`src/rtl/lcd_instruction_transmitter_pkg.sv`:
```
// Shared definitions for the LCD instruction transmitter: the transfer
// states and the clk_cnt landmarks of one 4-bit-bus byte transfer.
package lcd_pkg;

  typedef enum logic [2:0] {
    IDLE  = 3'd0,
    UPPER = 3'd1,
    GAP   = 3'd2,
    LOWER = 3'd3,
    WAIT  = 3'd4
  } lcdState_e;

  // Count landmarks at 50 MHz (one count = 20 ns)
  localparam logic [11:0] E_START    = 12'd2;
  localparam logic [11:0] E_CYCLES   = 12'd12;
  localparam logic [11:0] LOWER_BASE = 12'd65;
  localparam logic [11:0] CNT_LAST   = 12'd2080;

  localparam logic [11:0] UPPER_END  = 12'd14;
  localparam logic [11:0] GAP_END    = 12'd64;
  localparam logic [11:0] LOWER_END  = 12'd79;

  // Enable-strobe windows, one per nibble
  localparam logic [11:0] E_UPPER_FIRST = E_START;
  localparam logic [11:0] E_UPPER_LAST  = E_START + E_CYCLES - 12'd1;
  localparam logic [11:0] E_LOWER_FIRST = LOWER_BASE + E_START;
  localparam logic [11:0] E_LOWER_LAST  = LOWER_BASE + E_START + E_CYCLES - 12'd1;

  // True when cnt lies inside the lcd_e window of the selected nibble
  function automatic logic nibble_phase(input logic [11:0] cnt, input logic lowerHalf);
    if (lowerHalf) begin
      return (cnt >= E_LOWER_FIRST) && (cnt <= E_LOWER_LAST);
    end
    return (cnt >= E_UPPER_FIRST) && (cnt <= E_UPPER_LAST);
  endfunction

endpackage

```
`src/rtl/lcd_instruction_transmitter.sv`:
```
// Sends one byte to an HD44780-style LCD over the 4-bit bus: upper nibble,
// 1 us gap, lower nibble, then a 40 us settle. All timing comes from the
// external instruction clock counter, whose enable this block owns.
module lcd_instruction_transmitter
  import lcd_pkg::*;
(
  input  logic        clk,
  input  logic        reset,
  input  logic        start,
  input  logic        rs_in,
  input  logic [7:0]  data_in,
  input  logic [11:0] clk_cnt,
  output logic        cnt_enable,
  output logic        lcd_e,
  output logic        lcd_rs,
  output logic        lcd_rw,
  output logic [3:0]  lcd_db,
  output logic        busy,
  output logic        done
);

  lcdState_e  r_state;
  lcdState_e  w_nextState;
  logic       r_resync;
  logic       w_nextResync;
  logic [7:0] r_byte;
  logic       r_rs;
  logic       w_latch;

  logic       r_lcdE;
  logic       r_lcdRs;
  logic [3:0] r_lcdDb;
  logic       r_done;
  logic       w_eNext;
  logic       w_rsNext;
  logic [3:0] w_dbNext;
  logic       w_doneNext;

  logic       w_cntIsZero;

  assign w_cntIsZero = (clk_cnt == 12'd0);

  // A corrupted counter found at start is run round to zero before any
  // bus activity; the enable drops on the zero count so the transfer
  // begins exactly on count 0.
  assign cnt_enable = (r_state != IDLE) || (r_resync && !w_cntIsZero);
  assign busy       = (r_state != IDLE) || r_resync;

  assign lcd_e  = r_lcdE;
  assign lcd_rs = r_lcdRs;
  assign lcd_db = r_lcdDb;
  assign lcd_rw = 1'b0;
  assign done   = r_done;

  // Next-state and next-output decode from the current state and count
  always_comb begin
    w_nextState  = r_state;
    w_nextResync = r_resync;
    w_latch      = 1'b0;
    w_eNext      = 1'b0;
    w_rsNext     = 1'b0;
    w_dbNext     = r_lcdDb;
    w_doneNext   = 1'b0;
    case (r_state)
      IDLE: begin
        if (r_resync) begin
          if (w_cntIsZero) begin
            w_nextState  = UPPER;
            w_nextResync = 1'b0;
          end
        end else if (start) begin
          w_latch = 1'b1;
          if (w_cntIsZero) begin
            w_nextState = UPPER;
          end else begin
            w_nextResync = 1'b1;
          end
        end
      end
      UPPER: begin
        w_eNext  = nibble_phase(clk_cnt, 1'b0);
        w_rsNext = r_rs;
        w_dbNext = r_byte[7:4];
        if (clk_cnt == UPPER_END) begin
          w_nextState = GAP;
        end
      end
      GAP: begin
        w_rsNext = r_rs;
        w_dbNext = r_byte[7:4];
        if (clk_cnt == GAP_END) begin
          w_nextState = LOWER;
        end
      end
      LOWER: begin
        w_eNext  = nibble_phase(clk_cnt, 1'b1);
        w_rsNext = r_rs;
        w_dbNext = r_byte[3:0];
        if (clk_cnt == LOWER_END) begin
          w_nextState = WAIT;
        end
      end
      WAIT: begin
        w_rsNext = r_rs;
        w_dbNext = r_byte[3:0];
        if (clk_cnt == CNT_LAST) begin
          w_nextState = IDLE;
          w_doneNext  = 1'b1;
        end
      end
      default: begin
        w_nextState  = IDLE;
        w_nextResync = 1'b0;
      end
    endcase
  end

  // State register, desync flag and the byte/rs captured on an accepted start
  always_ff @(posedge clk) begin
    if (reset) begin
      r_state  <= IDLE;
      r_resync <= 1'b0;
      r_byte   <= 8'h00;
      r_rs     <= 1'b0;
    end else begin
      r_state  <= w_nextState;
      r_resync <= w_nextResync;
      if (w_latch) begin
        r_byte <= data_in;
        r_rs   <= rs_in;
      end
    end
  end

  // Registered LCD pins: one cycle behind the count, so lcd_e is glitch-free
  always_ff @(posedge clk) begin
    if (reset) begin
      r_lcdE  <= 1'b0;
      r_lcdRs <= 1'b0;
      r_lcdDb <= 4'h0;
      r_done  <= 1'b0;
    end else begin
      r_lcdE  <= w_eNext;
      r_lcdRs <= w_rsNext;
      r_lcdDb <= w_dbNext;
      r_done  <= w_doneNext;
    end
  end

endmodule

```
`config.mk`:
```
export PLATFORM = sky130hd
export DESIGN_NAME = lcd_instruction_transmitter
export DESIGN_NICKNAME = d
export VERILOG_FILES = /design/src/rtl/lcd_instruction_transmitter_pkg.sv /design/src/rtl/lcd_instruction_transmitter.sv
export SDC_FILE = /design/constraint.sdc
export NUM_CORES = 1
export LEC_CHECK = 0
export CORE_UTILIZATION = 40
export CTS_CLUSTER_DIAMETER = 100
export CTS_CLUSTER_SIZE = 8
export DETAILED_ROUTE_END_ITERATION = 8
export PLACE_DENSITY = 0.77
export SLEW_MARGIN = 20
export SYNTH_ARGS = -nofsm -noshare
export SYNTH_HDL_FRONTEND = slang
export SYNTH_SLANG_ARGS = --single-unit
```
`constraint.sdc`:
```
create_clock -name clk -period 3.9 [get_ports clk]
set_input_delay 0.585 -clock clk [delete_from_list [all_inputs] [get_ports clk]]
set_output_delay 0.585 -clock clk [all_outputs]
set_load 0.01 [all_outputs]
```
==> report_table.html, run 1 <==
<table>
<tr><th>Metric</th><th>Value</th></tr>
<tr><th colspan="2">Synth</th></tr>
<tr><td>Register bit total from synthesis</td><td>20</td></tr>
<tr><td>Average footprint of a synthesized cell</td><td>8.58 sq um</td></tr>
<tr><td>Ranking of synthesized cells by area</td><td>sky130_fd_sc_hd__dfxtp_1 41%, sky130_fd_sc_hd__mux2i_1 13%, sky130_fd_sc_hd__nor2_1 8.1%</td></tr>
<tr><td>Synth Instances</td><td>113</td></tr>
<tr><td>Post-synthesis instance area</td><td>970 sq um</td></tr>
<tr><td>Sequential element share of the synthesized area</td><td>41.3%</td></tr>
<tr><td>Count of distinct cell types in the synthesized netlist</td><td>36</td></tr>
<tr><td>Synth area leader</td><td>sky130_fd_sc_hd__dfxtp_1</td></tr>
<tr><td>Count of warnings emitted by yosys</td><td>0</td></tr>
<tr><td>Number of nets in the synthesized netlist</td><td>137</td></tr>
<tr><td>Portion of synthesized cell area occupied by the leading cell type</td><td>41.3%</td></tr>
<tr><th colspan="2">CTS</th></tr>
<tr><td>Clk Tree Root Cell</td><td>sky130_fd_sc_hd__clkbuf_4</td></tr>
<tr><td>Clock tree from TritonCTS</td><td>yes</td></tr>
<tr><td>Number of buffers inserted to repair setup after CTS</td><td>0</td></tr>
<tr><td>CTS clk-pin slew, worst paths</td><td>110 ps</td></tr>
<tr><td>H-tree Lvls</td><td>1</td></tr>
<tr><td>Inserted Clock Buffers</td><td>3</td></tr>
<tr><td>Quantity of gates resized following cts</td><td>0</td></tr>
<tr><td>Clock latency at the later pin of the worst-skew pair</td><td>300 ps</td></tr>
<tr><td>Number of buffers on the longest clock path</td><td>2</td></tr>
<tr><td>Clock sink count</td><td>20</td></tr>
<tr><td>Hold-fix buffers, CTS</td><td>0</td></tr>
<tr><th colspan="2">Floorplanning</th></tr>
<tr><td>Floorplan core area</td><td>2250 sq um</td></tr>
<tr><td>Row Count</td><td>17</td></tr>
<tr><td>Horizontal extent of the die</td><td>51.2 microns</td></tr>
<tr><td>Height of the die</td><td>51.2 microns</td></tr>
<tr><td>Area of the die</td><td>2630 sq um</td></tr>
<tr><td>Count of pins on the block boundary</td><td>34</td></tr>
<tr><td>Starting Density</td><td>43.0%</td></tr>
<tr><th colspan="2">Global routing</th></tr>
<tr><td>Pin count of the biggest net entering global routing</td><td>21</td></tr>
<tr><td>Initial antenna violation count</td><td>0</td></tr>
<tr><td>Total track usage</td><td>18.5%</td></tr>
<tr><td>Via count of the first global-routing pass</td><td>868</td></tr>
<tr><td>Global-route wire length before repair</td><td>3630 microns</td></tr>
<tr><td>GRT overflow</td><td>0</td></tr>
<tr><th colspan="2">Detailed routing</th></tr>
<tr><td>Iter 0 DRT Violations</td><td>12</td></tr>
<tr><td>Number of design rule violations left after detail routing</td><td>0</td></tr>
<tr><td>Total number of vias</td><td>904</td></tr>
<tr><td>Routed Wire Length</td><td>2160 microns</td></tr>
<tr><td>Post-DR vias/cell</td><td>5.29</td></tr>
<tr><td>DRT antenna net count</td><td>0</td></tr>
<tr><td>Average routed wire per standard cell</td><td>12.6 microns</td></tr>
<tr><td>Length of the first detailed-routing pass in iterations</td><td>4</td></tr>
<tr><th colspan="2">STA</th></tr>
<tr><td>Final worst-path cycle share</td><td>82.6%</td></tr>
<tr><td>Minimum period implied by the final worst setup slack</td><td>3220 ps</td></tr>
<tr><td>Unrepaired setup endpoints after global routing</td><td>no</td></tr>
<tr><td>Final Max Tran Viols</td><td>0</td></tr>
<tr><td>Fmax achieved</td><td>311 MHz</td></tr>
<tr><td>Worst-margin pin slew</td><td>680 ps</td></tr>
<tr><td>Final Skew</td><td>3.16 ps</td></tr>
<tr><td>Worst max-slew margin expressed relative to the limit</td><td>54.6%</td></tr>
<tr><td>Hold violation total from the final report</td><td>0</td></tr>
<tr><td># setup viols final</td><td>0</td></tr>
<tr><td>Summed negative setup slack over all endpoints</td><td>0 ps</td></tr>
<tr><th colspan="2">Placed design</th></tr>
<tr><td>Half-perimeter wire length after placement</td><td>1590 microns</td></tr>
<tr><td>Post-placement cell count</td><td>167</td></tr>
<tr><td>Input/output buffers</td><td>32</td></tr>
<tr><td>Final weighted congestion in routability-driven placement</td><td>0.843</td></tr>
<tr><th colspan="2">Critical path</th></tr>
<tr><td>Arrival time worst endpoint</td><td>2630 ps</td></tr>
<tr><td>Termination of the worst setup path</td><td>cnt_enable</td></tr>
<tr><td>Most frequent CP cell</td><td>sky130_fd_sc_hd__clkdlybuf4s50_1</td></tr>
<tr><td>Critical path peak fanout</td><td>4</td></tr>
<tr><td>Launching point of the worst reg2reg path</td><td>r_state[2]</td></tr>
<tr><td>Register-to-Register Path Depth</td><td>4</td></tr>
<tr><td>Cell family with the largest share of critical-path delay</td><td>simple AND/OR/NAND/NOR gates</td></tr>
<tr><td>Largest stage delay on the critical path</td><td>570 ps</td></tr>
<tr><td>Startpoint type of the worst setup path</td><td>input pin</td></tr>
<tr><td>Number of gates on the worst path with buffers counted</td><td>6</td></tr>
<tr><td>Required time at the endpoint of the critical path</td><td>3310 ps</td></tr>
<tr><td>Buffers and inverters on the worst path</td><td>2</td></tr>
<tr><td>Capturing element type of the critical path</td><td>primary output</td></tr>
<tr><td>Register-to-register setup slack</td><td>2130 ps</td></tr>
<tr><td>Worst path slowest cell</td><td>sky130_fd_sc_hd__or4_1</td></tr>
<tr><td>Worst setup path startpoint</td><td>clk_cnt[11]</td></tr>
<tr><td>Kind of critical path</td><td>input pin to primary output</td></tr>
<tr><td>End of the worst register-to-register path</td><td>lcd_db[0]</td></tr>
<tr><td>Cells along the critical path</td><td>clkdlybuf4s50_1 &gt; or4_1 &gt; or2_1 &gt; nor2_1 &gt; o21ai_0 &gt; clkdlybuf4s50_1</td></tr>
<tr><th colspan="2">Final layout</th></tr>
<tr><td>Share of final-layout standard cells stronger than drive strength 1</td><td>4.20%</td></tr>
<tr><td>Antenna Diode Count</td><td>0</td></tr>
<tr><td>Most frequent cells in the layout</td><td>32 x sky130_fd_sc_hd__clkdlybuf4s50_1, 21 x sky130_fd_sc_hd__nor2_1, 20 x sky130_fd_sc_hd__dfxtp_1</td></tr>
<tr><td>Layout net count</td><td>168</td></tr>
<tr><td>Growth of design area from synthesis to finish</td><td>37.5%</td></tr>
<tr><td>Most frequent standard cell in the layout excluding fill and tap cells</td><td>sky130_fd_sc_hd__clkdlybuf4s50_1</td></tr>
<tr><td>Non-Filler Instances</td><td>171</td></tr>
<tr><th colspan="2">Run</th></tr>
<tr><td>Max Cap Violations</td><td>0</td></tr>
<tr><th colspan="2">Run status</th></tr>
<tr><td>Run status</td><td>finished clean</td></tr>
<tr><th colspan="2">Power and ir drop</th></tr>
<tr><td>Peak supply drop</td><td>0.251 mV</td></tr>
<tr><td>Leakage power</td><td>0.528 nW</td></tr>
<tr><td>Post-route total power</td><td>0.000390 W</td></tr>
<tr><td>P per Cell Area</td><td>292 nW/um^2</td></tr>
<tr><th colspan="2">Worst hold path</th></tr>
<tr><td>Worst hold path stage count</td><td>2</td></tr>
<tr><td>Path category of the worst min-delay check</td><td>flop to flop</td></tr>
</table>
==> cell usage after synthesis <==
cell,instances
sky130_fd_sc_hd__clkbuf_1,3
sky130_fd_sc_hd__nand3_1,3
sky130_fd_sc_hd__o21ai_0,5
sky130_fd_sc_hd__nor3_1,5
sky130_fd_sc_hd__and3b_1,2
sky130_fd_sc_hd__o22ai_1,2
sky130_fd_sc_hd__nor2b_1,1
sky130_fd_sc_hd__and3_2,1
sky130_fd_sc_hd__or3_2,1
sky130_fd_sc_hd__nand3b_1,1
sky130_fd_sc_hd__nand4_1,1
sky130_fd_sc_hd__xnor2_1,2
sky130_fd_sc_hd__buf_1,1
sky130_fd_sc_hd__o21bai_1,1
sky130_fd_sc_hd__dfxtp_1,20
sky130_fd_sc_hd__nor3b_1,1
sky130_fd_sc_hd__buf_2,1
sky130_fd_sc_hd__a2111oi_1,1
sky130_fd_sc_hd__a311oi_1,1
sky130_fd_sc_hd__nand2_1,6
sky130_fd_sc_hd__or3_1,2
sky130_fd_sc_hd__nor2_1,21
sky130_fd_sc_hd__nor4_1,1
sky130_fd_sc_hd__a21oi_1,2
sky130_fd_sc_hd__conb_1,1
sky130_fd_sc_hd__mux2i_1,13
sky130_fd_sc_hd__o211ai_1,1
sky130_fd_sc_hd__nand4b_1,1
sky130_fd_sc_hd__a211oi_1,4
sky130_fd_sc_hd__buf_4,1
sky130_fd_sc_hd__inv_1,1
sky130_fd_sc_hd__or4_1,2
sky130_fd_sc_hd__and4b_1,1
sky130_fd_sc_hd__or2_1,1
sky130_fd_sc_hd__a221oi_1,1
sky130_fd_sc_hd__nand2b_1,1
==> layout make-up <==
type | count | area, sq um
inverters | 1 | 3.75
fillers | 223 | 921
repair buffers | 32 | 320
multi-input cells | 86 | 538
well taps | 28 | 35.0
flip-flops and latches | 20 | 400
clock buffers | 4 | 36.3
==> cells by family (layout without fill, tap and decap cells) <==
logic type	after synthesis	in the layout	synth area share, %
mux	13	13	13.4
xor+xnor	2	2	1.81
other cells	1	1	0.387
buf+inv	7	37	3.22
simple gates	52	52	27.5
flops	20	20	41.3
compound gates	18	18	12.4
==> metal layers <==
metal  wire length (microns)  up-vias  track usage, %
li1                        -      465               -
met1                     961      405            21.7
met2                    1030       30            32.2
met3                     134        4            2.98
met4                      27        0            9.46
met5                       0        -               0
==> report_power, final <==
part / leakage, nW / switching, W / internal, W
sequential: 0.163 / 0.00000371 / 0.000211
clock: 0.0210 / 0.0000613 / 0.0000569
combinational: 0.344 / 0.0000230 / 0.0000340
total: 0.528 / 0.0000880 / 0.000302
==> worst register-to-register path: stages (launching register included) <==
cell,delay (ps)
sky130_fd_sc_hd__dfxtp_1,610
sky130_fd_sc_hd__and3b_1,230
sky130_fd_sc_hd__a21oi_1,420
sky130_fd_sc_hd__mux2i_1,280
sky130_fd_sc_hd__a211oi_1,90
==> flip-flops by register name, summed over array words and instances (netlist names) <==
| register | count |
|---|---|
| lcd_e | 1 |
| r_resync | 1 |
| r_byte | 8 |
| done | 1 |
| lcd_db | 4 |
| r_state | 3 |
| r_rs | 1 |
| lcd_rs | 1 |
==> metrics by stage <==
stage / instance area (sq um) / hold WS [ps] / util, % / setup slack [ps]
6_report: 1330 / 511 / 59.2 / 680
5_1_grt: 1330 / 536 / 59.2 / 609
4_1_cts: 1330 / 516 / 59.2 / 701
3_5_place_dp: 1300 / 487 / 57.5 / 715
3_3_place_gp: 1300 / 470 / 57.5 / 738
2_1_floorplan: 970 / 456 / - / 1700
==> worst min-delay path by stage <==
| stage | startpoint | to | slack (ps) |
|---|---|---|---|
| after floorplan | r_rs | r_rs | 460 |
| after global placement | r_rs | r_rs | 470 |
| after detailed placement | r_rs | lcd_rs | 490 |
| after CTS | lcd_db[3] | lcd_db[3] | 520 |
| after global routing | lcd_db[2] | lcd_db[2] | 540 |
| final | lcd_db[3] | lcd_db[3] | 510 |
Note: power is estimated with default switching activity, not from simulation.
==> run 2: changes to the inputs <==
CORE_UTILIZATION = 39   (was 40)
PLACE_DENSITY = 0.79   (was 0.77)
clock period = 2.95 ns   (was 3.9 ns; I/O delays follow)
==> report_table.html, run 2 (synthesis results as in run 1) <==
<table>
<tr><th>Metric</th><th>Value</th></tr>
<tr><th colspan="2">Floorplanning</th></tr>
<tr><td>Floorplan core area</td><td>2280 sq um (was 2250 sq um)</td></tr>
<tr><td>Row Count</td><td>17 (unchanged)</td></tr>
<tr><td>Starting Density</td><td>42.6% (was 43.0%)</td></tr>
<tr><td>Area of the die</td><td>2690 sq um (was 2630 sq um)</td></tr>
<tr><td>Count of pins on the block boundary</td><td>34 (unchanged)</td></tr>
<tr><td>Horizontal extent of the die</td><td>51.9 microns (was 51.2 microns)</td></tr>
<tr><td>Height of the die</td><td>51.9 microns (was 51.2 microns)</td></tr>
<tr><th colspan="2">Power and ir drop</th></tr>
<tr><td>Leakage power</td><td>0.557 nW (was 0.528 nW)</td></tr>
<tr><td>P per Cell Area</td><td>424 nW/um^2 (was 292 nW/um^2)</td></tr>
<tr><td>Peak supply drop</td><td>0.427 mV (was 0.251 mV)</td></tr>
<tr><th colspan="2">STA</th></tr>
<tr><td>Minimum period implied by the final worst setup slack</td><td>2550 ps</td></tr>
<tr><td>Unrepaired setup endpoints after global routing</td><td>no (unchanged)</td></tr>
<tr><td>Final worst-path cycle share</td><td>86.5%</td></tr>
<tr><td>Final Max Tran Viols</td><td>0 (unchanged)</td></tr>
<tr><td>Worst max-slew margin expressed relative to the limit</td><td>54.6% (about the same)</td></tr>
<tr><td>Worst-margin pin slew</td><td>677 ps (was 680 ps)</td></tr>
<tr><td># setup viols final</td><td>0 (unchanged)</td></tr>
<tr><td>Summed negative setup slack over all endpoints</td><td>0 ps (unchanged)</td></tr>
<tr><td>Fmax achieved</td><td>392 MHz</td></tr>
<tr><td>Final Skew</td><td>6.20 ps (was 3.16 ps)</td></tr>
<tr><td>Hold violation total from the final report</td><td>0 (unchanged)</td></tr>
<tr><th colspan="2">Final layout</th></tr>
<tr><td>Antenna Diode Count</td><td>0 (unchanged)</td></tr>
<tr><td>Growth of design area from synthesis to finish</td><td>41.3% (was 37.5%)</td></tr>
<tr><td>Fill cell total of the finished layout</td><td>216 (was 223)</td></tr>
<tr><td>Share of final-layout standard cells stronger than drive strength 1</td><td>6.21% (was 4.20%)</td></tr>
<tr><td>Most frequent standard cell in the layout excluding fill and tap cells</td><td>sky130_fd_sc_hd__clkdlybuf4s50_1 (unchanged)</td></tr>
<tr><td>Most frequent cells in the layout</td><td>31 x sky130_fd_sc_hd__clkdlybuf4s50_1, 20 x sky130_fd_sc_hd__nor2_1, 20 x sky130_fd_sc_hd__dfxtp_1 (was 32 x sky130_fd_sc_hd__clkdlybuf4s50_1, 21 x sky130_fd_sc_hd__nor2_1, 20 x sky130_fd_sc_hd__dfxtp_1)</td></tr>
<tr><td>Layout net count</td><td>170 (was 168)</td></tr>
<tr><td>Non-Filler Instances</td><td>173 (was 171)</td></tr>
<tr><td>Largest reg by FF count</td><td>r_byte (unchanged)</td></tr>
<tr><td>Largest register FFs</td><td>8 (unchanged)</td></tr>
<tr><th colspan="2">Global routing</th></tr>
<tr><td>Via count of the first global-routing pass</td><td>902 (was 868)</td></tr>
<tr><td>Total track usage</td><td>18.6% (was 18.5%)</td></tr>
<tr><td>Global-route wire length before repair</td><td>3660 microns (was 3630 microns)</td></tr>
<tr><td>Initial antenna violation count</td><td>0 (unchanged)</td></tr>
<tr><td>GRT overflow</td><td>0 (unchanged)</td></tr>
<tr><td>Pin count of the biggest net entering global routing</td><td>21 (unchanged)</td></tr>
<tr><th colspan="2">Critical path</th></tr>
<tr><td>Largest stage delay on the critical path</td><td>540 ps (was 570 ps)</td></tr>
<tr><td>Arrival time worst endpoint</td><td>2110 ps (was 2630 ps)</td></tr>
<tr><td>Launching point of the worst reg2reg path</td><td>r_state[1] (was r_state[2])</td></tr>
<tr><td>Startpoint type of the worst setup path</td><td>input pin (unchanged)</td></tr>
<tr><td>Cells along the critical path</td><td>clkdlybuf4s50_1 &gt; or4_1 &gt; or2_1 &gt; nor2_2 &gt; o21ai_0 &gt; dlymetal6s2s_1 (was clkdlybuf4s50_1 &gt; or4_1 &gt; or2_1 &gt; nor2_1 &gt; o21ai_0 &gt; clkdlybuf4s50_1)</td></tr>
<tr><td>Kind of critical path</td><td>input pin to primary output (unchanged)</td></tr>
<tr><td>Worst path slowest cell</td><td>sky130_fd_sc_hd__or4_1 (unchanged)</td></tr>
<tr><td>Critical path peak fanout</td><td>4 (unchanged)</td></tr>
<tr><td>Capturing element type of the critical path</td><td>primary output (unchanged)</td></tr>
<tr><td>Required time at the endpoint of the critical path</td><td>2510 ps (was 3310 ps)</td></tr>
<tr><td>Worst setup path startpoint</td><td>clk_cnt[11] (unchanged)</td></tr>
<tr><th colspan="2">CTS</th></tr>
<tr><td>Clock tree from TritonCTS</td><td>yes (unchanged)</td></tr>
<tr><td>Clock latency at the later pin of the worst-skew pair</td><td>300 ps (about the same)</td></tr>
<tr><td>Hold-fix buffers, CTS</td><td>0 (unchanged)</td></tr>
<tr><td>Quantity of gates resized following cts</td><td>0 (unchanged)</td></tr>
<tr><td>CTS clk-pin slew, worst paths</td><td>110 ps (about the same)</td></tr>
<tr><td>Number of buffers inserted to repair setup after CTS</td><td>0 (unchanged)</td></tr>
<tr><td>Number of buffers on the longest clock path</td><td>2 (unchanged)</td></tr>
<tr><td>H-tree Lvls</td><td>1 (unchanged)</td></tr>
<tr><td>Clock sink count</td><td>20 (unchanged)</td></tr>
<tr><td>Clk Tree Root Cell</td><td>sky130_fd_sc_hd__clkbuf_4 (unchanged)</td></tr>
<tr><td>Inserted Clock Buffers</td><td>3 (unchanged)</td></tr>
<tr><th colspan="2">Detailed routing</th></tr>
<tr><td>Iter 0 DRT Violations</td><td>18 (was 12)</td></tr>
<tr><td>Routed Wire Length</td><td>2220 microns (was 2160 microns)</td></tr>
<tr><td>DRT antenna net count</td><td>0 (unchanged)</td></tr>
<tr><td>Number of design rule violations left after detail routing</td><td>0 (unchanged)</td></tr>
<tr><td>Post-DR vias/cell</td><td>5.39 (was 5.29)</td></tr>
<tr><td>Average routed wire per standard cell</td><td>12.8 microns (was 12.6 microns)</td></tr>
<tr><td>Length of the first detailed-routing pass in iterations</td><td>5 (was 4)</td></tr>
<tr><td>Total number of vias</td><td>933 (was 904)</td></tr>
<tr><th colspan="2">Run status</th></tr>
<tr><td>Run status</td><td>finished clean (unchanged)</td></tr>
<tr><th colspan="2">Placed design</th></tr>
<tr><td>Post-placement cell count</td><td>169 (was 167)</td></tr>
<tr><td>Half-perimeter wire length after placement</td><td>1600 microns (was 1590 microns)</td></tr>
<tr><td>Input/output buffers</td><td>32 (unchanged)</td></tr>
<tr><td>Final weighted congestion in routability-driven placement</td><td>0.855 (was 0.843)</td></tr>
<tr><th colspan="2">Run</th></tr>
<tr><td>Max Cap Violations</td><td>0 (unchanged)</td></tr>
<tr><th colspan="2">Worst hold path</th></tr>
<tr><td>HP Start</td><td>lcd_db[1] (was lcd_db[3])</td></tr>
<tr><td>Path category of the worst min-delay check</td><td>flop to flop (unchanged)</td></tr>
</table>
run 2: changes by cell type in the layout (fill, tap and decap cells not counted), sizes merged:
cell | previous run | this run
buf | 0 | 2
bufinv | 0 | 1
clkbuf | 4 | 3
clkdlybuf4s50 | 32 | 31
dlymetal6s2s | 0 | 1
run 2: report_power, final:
group / total (W) / switching (W) / internal, W
clock network: 0.000220 / 0.0000830 / 0.000137
logic: 0.0000774 / 0.0000310 / 0.0000464
registers: 0.000283 / 0.00000477 / 0.000279
run 2: worst paths after layout:
check               endpoint  slack [ps]  depth (start not counted)
hold / removal     lcd_db[1]         510                          2
setup reg to reg  r_state[0]        1100                          3
setup / recovery  cnt_enable         400                          6
hold reg to reg    lcd_db[1]         510                          2
run 2: metal layers:
layer,global-route usage [%],share of wire (%)
met4,6.76,0.45
met2,33.8,50
met1,21.3,44
met5,0,0
met3,3.51,5.3
run 2: area by class of cell:
| cell class | instances | area (sq um) | area share [%] |
|---|---|---|---|
| clock buffers | 3 | 22.5 | 1.64 |
| clock inverters | 1 | 30.0 | 2.19 |
| inverters | 1 | 3.75 | 0.274 |
| multi-input cells | 86 | 541 | 39.5 |
| flip-flops and latches | 20 | 400 | 29.2 |
| well taps | 28 | 35.0 | 2.56 |
| repair buffers | 34 | 338 | 24.7 |
run 2: through the flow:
stage                     power, W  worst slack, ps  hold slack (ps)  cell area, sq um  utilization [%]
after detailed placement  0.000366             91.8              488              1310             57.7
after global routing      0.000609              289              540              1370             60.2
after CTS                 0.000586             60.0              514              1370             60.0
final                     0.000581              398              511              1370             60.2
after global placement    0.000363              107              468              1310             57.7
after floorplan           0.000321             1030              456               970                -
run 2: worst max-delay path: cells and delay by family:
kind                   cells  cell delay, ps
AO/OA/AOI/OAI              1             100
buffers and inverters      2             610
AND/OR/NAND/NOR            3             950
